<file path="config.mk">
export PLATFORM = sky130hd
export DESIGN_NAME = pec_streamer_sink
export DESIGN_NICKNAME = d
export VERILOG_FILES = /design/src/rtl/pec_streamer_sink.sv
export SDC_FILE = /design/constraint.sdc
export NUM_CORES = 1
export LEC_CHECK = 0
export ABC_CLOCK_PERIOD_IN_PS = 22600
export BUFFER_PORTS_ARGS = -buffer_cell sky130_fd_sc_hd__buf_2
export CORE_MARGIN = 2
export CORE_UTILIZATION = 60
export DETAILED_ROUTE_END_ITERATION = 7
export HOLD_SLACK_MARGIN = 0.05
export PLACE_DENSITY = 0.83
export SETUP_SLACK_MARGIN = 0.3
export SKIP_LAST_GASP = 1
export SYNTH_ARGS = -nofsm -noshare
export SYNTH_HDL_FRONTEND = slang
export SYNTH_SLANG_ARGS = --single-unit
export TNS_END_PERCENT = 50
</file>
<file path="constraint.sdc">
create_clock -name clk_i -period 22.6 [get_ports clk_i]
set_input_delay 2.26 -clock clk_i [delete_from_list [all_inputs] [get_ports clk_i]]
set_output_delay 2.26 -clock clk_i [all_outputs]
set_load 0.01 [all_outputs]
</file>
<file path="src/rtl/pec_streamer_sink.sv">
// Result write-back streamer: takes one NFT-feature result vector per element
// and emits it as packed 32-bit words (two 16-bit features per word) with
// consecutive byte addresses, one layer of el_sz*el_sz elements per start.
module pec_streamer_sink #(
    parameter int unsigned NFT = 16,
    parameter int unsigned RW  = 16
) (
    input  logic              clk_i,
    input  logic              rst_ni,
    input  logic              clear_i,
    input  logic              start_i,
    input  logic [7:0]        ft_sz_i,
    input  logic [7:0]        el_sz_i,
    input  logic [31:0]       out_addr_i,
    input  logic              res_valid_i,
    output logic              res_ready_o,
    input  logic [NFT*RW-1:0] res_data_i,
    output logic              out_valid_o,
    input  logic              out_ready_i,
    output logic [31:0]       out_data_o,
    output logic [31:0]       out_addr_o,
    output logic              busy_o,
    output logic              done_o
);

    localparam logic [1:0] ST_IDLE     = 2'd0;
    localparam logic [1:0] ST_WAIT_RES = 2'd1;
    localparam logic [1:0] ST_SEND     = 2'd2;
    localparam logic [1:0] ST_DONE     = 2'd3;

    logic [1:0]        r_state;
    logic [1:0]        w_state_nxt;
    logic [7:0]        r_ft_sz;
    logic [7:0]        r_el_sz;
    logic [31:0]       r_base;
    logic [15:0]       r_el_cnt;
    logic [7:0]        r_word_cnt;
    logic [NFT*RW-1:0] r_res;

    logic [7:0]        w_words_per_el;
    logic [15:0]       w_total_el;
    logic              w_last_word;
    logic              w_last_el;
    logic [8:0]        w_lo_idx;
    logic [8:0]        w_hi_idx;
    logic [RW-1:0]     w_lo_f;
    logic [RW-1:0]     w_hi_f;
    logic [31:0]       w_word_idx;

    // Widened to 9 bits so ft_sz=255 yields 128 rather than wrapping.
    assign w_words_per_el = 8'((9'(r_ft_sz) + 9'd1) >> 1);
    assign w_total_el     = 16'(r_el_sz) * 16'(r_el_sz);
    assign w_last_word    = (r_word_cnt == (w_words_per_el - 8'd1));
    assign w_last_el      = (r_el_cnt == (w_total_el - 16'd1));
    assign w_lo_idx       = {r_word_cnt, 1'b0};
    assign w_hi_idx       = {r_word_cnt, 1'b1};
    assign w_word_idx     = 32'(r_el_cnt) * 32'(w_words_per_el) + 32'(r_word_cnt);

    // Feature select for the current word; features past ft_sz or NFT read as 0.
    always_comb begin
        w_lo_f = '0;
        w_hi_f = '0;
        for (int f = 0; f < int'(NFT); f++) begin
            if (f == int'(w_lo_idx)) begin
                w_lo_f = r_res[f*RW +: RW];
            end
            if ((f == int'(w_hi_idx)) && (f < int'(r_ft_sz))) begin
                w_hi_f = r_res[f*RW +: RW];
            end
        end
    end

    // Next-state decode.
    always_comb begin
        w_state_nxt = r_state;
        case (r_state)
            ST_IDLE:     if (start_i) w_state_nxt = ST_WAIT_RES;
            ST_WAIT_RES: if (res_valid_i) w_state_nxt = ST_SEND;
            ST_SEND: begin
                if (out_ready_i && w_last_word) begin
                    w_state_nxt = w_last_el ? ST_DONE : ST_WAIT_RES;
                end
            end
            ST_DONE:     w_state_nxt = ST_IDLE;
            default:     w_state_nxt = ST_IDLE;
        endcase
    end

    // State, latched layer parameters, counters and the result register.
    always_ff @(posedge clk_i or negedge rst_ni) begin
        if (!rst_ni) begin
            r_state    <= ST_IDLE;
            r_ft_sz    <= '0;
            r_el_sz    <= '0;
            r_base     <= '0;
            r_el_cnt   <= '0;
            r_word_cnt <= '0;
            r_res      <= '0;
        end else if (clear_i) begin
            r_state    <= ST_IDLE;
            r_el_cnt   <= '0;
            r_word_cnt <= '0;
        end else begin
            r_state <= w_state_nxt;
            case (r_state)
                ST_IDLE: begin
                    if (start_i) begin
                        // Zero sizes are stored as 1 so all downstream math sees >= 1.
                        r_ft_sz    <= (ft_sz_i == 8'd0) ? 8'd1 : ft_sz_i;
                        r_el_sz    <= (el_sz_i == 8'd0) ? 8'd1 : el_sz_i;
                        r_base     <= out_addr_i;
                        r_el_cnt   <= '0;
                        r_word_cnt <= '0;
                    end
                end
                ST_WAIT_RES: begin
                    if (res_valid_i) begin
                        r_res      <= res_data_i;
                        r_word_cnt <= '0;
                    end
                end
                ST_SEND: begin
                    if (out_ready_i) begin
                        if (!w_last_word) begin
                            r_word_cnt <= r_word_cnt + 8'd1;
                        end else if (!w_last_el) begin
                            r_el_cnt <= r_el_cnt + 16'd1;
                        end
                    end
                end
                default: ;
            endcase
        end
    end

    assign res_ready_o = (r_state == ST_WAIT_RES);
    assign out_valid_o = (r_state == ST_SEND);
    assign busy_o      = (r_state != ST_IDLE);
    assign done_o      = (r_state == ST_DONE);
    assign out_data_o  = out_valid_o ? {16'(w_hi_f), 16'(w_lo_f)} : 32'd0;
    assign out_addr_o  = out_valid_o ? (r_base + (w_word_idx << 2)) : 32'd0;

endmodule
</file>
==> out/metrics.yaml <==
num_io_pins: 378
drive_above_1_share_pct: 30.3
period_minus_slack_ns: 11.35
critPathLaunch: "r_ft_sz[2]"
min_path_type: "flip-flop to flip-flop"
cp_common_cell: "fa_1"
coreArea_um2: 38600
clock-skew-final_ns: 0.0206
portBuffers: 377
fin_util_pct: 69.7
drt_iter0_markers: 1191
synth.avg_cell_area_um2: 10.3
crit_arrival_ns: 9.09
start_kind: "flip-flop"
rr_startpoint: "r_el_sz[0]"
clkSinkCount: 330
crit_fanout: 16
ys_top_cells_by_area: "dfrtp_1, mux2_2, fa_1"
synth_area_um2: 23400
yosysMostFrequentCell: "dfrtp_1"
grt_max_degree: 210
initial_core_util_pct: 60.6
r2r-end: "r_el_cnt[10]"
cts.repair.resized: 0
grt_pass1_wl_mm: 104
p_leak_nw: 12.7
cts_buffer_depth: 3
die_area_um2: 40600
rows: 72
slowest_delay_ns: 0.81
ant_nets: 0
powerDensity_nw_per_um2: 133
yosysUniqueCellTypes: 80
syn_nets: 2814
synth-seq-cells: 330
cts_tree: "built"
synth_enable_flop_cells: 0
antenna_found_initial: 41
peakVddDrop_mv: 0.219
max-slew-margin-rel_pct: 19.1
async_flop_share_pct: 100
holdPathEnd: "r_res[117]"
num_vias: 18800
r2r_cells: 17
ys.flop_type: "dfrtp_1"
cp_num_buf_inv: 3
grt_use_total_pct: 31.9
clock_latency_ns: 0.56
final_nets: 3109
outcome: "finished, final reports clean"
final-setup-viol-count: 0
synth_top_area_cell: "dfrtp_1"
hold_violations: 0
end_kind: "output port"
cp.required_ns: 20.34
syn_inst: 2262
cts_setup_buffers: 0
finalCritPeriodShare_pct: 50.2
synth_top_area_share_pct: 35.3
die_w_um: 201
dr.pass1.iters: 5
fmaxAchievable_mhz: 88.1
drv_cap: 0
total_power_mw: 3.58
yosysSeqAreaShare_pct: 35.3
synth_common_cells: "dfrtp_1, mux2_2, inv_1"
htreeDepth: 2
tightest_slew_ns: 1.21
cp_slowest_cell: "xor2_1"
worstHoldStart: "r_res[117]"
r2r_slack_ns: 16.33
rsz0062_at_grt: "no"
crit_family: "adder cells"
crit_type: "flip-flop to output port"
place_congestion: 0.888
drt_drc_violations_left: 0
drt_wl_total_mm: 64.0
overflow: 0
die_h_um: 201
grt_pass1_vias: 20100
min_path_cells: 1
syn_to_final_growth_pct: 15.0
root_buffer: "clkbuf_16"
maxSlewViolCount: 0
fin_setup_tns_ns: 0
vias_per_cell: 6.02
ys_warn_count: 0
ctsHoldBuffers: 0
clk_pin_slew_ns: 0.07
wl_per_cell_um: 20.4
cts_buffers: 36
dp_hpwl_mm: 47.2
==> metal layers <==
metal / GRT usage, % / up-vias / wire length, µm
met1: 37.8 / 9368 / 24600
met5: 0 / - / 141
met2: 54.9 / 697 / 31700
li1: - / 8529 / -
met4: 16.0 / 22 / 3170
met3: 7.16 / 215 / 4350
==> per-stage QoR <==
stage | hold slack [ns] | cells | worst slack (ns) | area, µm²
after floorplan | 0.465 | 2262 | 13.13 | 23400
after global routing | 0.517 | 3126 | 10.61 | 26900
after CTS | 0.505 | 3103 | 11.28 | 26800
after global placement | 0.482 | 3037 | 12.19 | 25500
final | 0.501 | 3130 | 11.25 | 26900
after detailed placement | 0.490 | 3037 | 11.87 | 25500
==> placed cells by master (no fill, tap or decap), types with 22 or more instances in the layout <==
cell type  instances
nor2b_1           34
a21oi_1           93
and2_1            89
clkbuf_16         36
mux2_2           297
nor2_1           109
a21o_1            24
ha_1             119
nand2b_1          24
inv_1            215
buf_2            376
nand3_1           25
nand2_1          108
o211ai_1          22
a221oi_1          28
dfrtp_1          330
diode_2           27
nor3_1            33
xnor2_1           49
fa_1             123
o21ai_0           94
==> flip-flops by register name, indices dropped and copies added, names as in the netlist <==
| register | cells |
|---|---|
| r_ft_sz | 8 |
| r_res | 256 |
| r_el_cnt | 16 |
| r_state | 2 |
| r_el_sz | 8 |
| r_word_cnt | 8 |
| r_base | 32 |
==> where the power goes <==
part | switching (mW) | total [mW] | internal, mW
Clock | 0.263 | 0.647 | 0.383
Combinational | 1.02 | 1.90 | 0.881
Sequential | 0.183 | 1.03 | 0.848
==> area by class of cell <==
cell class	instances	area, µm²
Antenna cell	27	67.6
Clock buffer	49	1030
Clock inverter	17	274
Fill cell	2888	11700
Inverter	215	807
Multi-Input combinational cell	1579	13800
Sequential cell	330	8260
Tap cell	518	648
Timing Repair Buffer	395	2040
==> how the worst max path moves through the flow <==
stage	to	slack (ns)	cells past startpoint
finish	out_addr_o[29]	11.25	25
global route	out_addr_o[29]	10.61	25
CTS	out_addr_o[29]	11.28	26
detailed placement	out_addr_o[29]	11.87	26
global placement	out_addr_o[29]	12.19	26
floorplan	out_addr_o[29]	13.13	26
==> kinds of logic after synthesis <==
group           Yosys count  synth area share, %
compound gates          456                 13.3
xor+xnor                 73                 2.85
fa+ha+maj               242                 16.9
buf+inv                 353                 5.98
flops                   330                 35.3
mux                     301                 14.5
simple gates            507                 11.2
No activity file was read; power rests on OpenSTA's default activity.
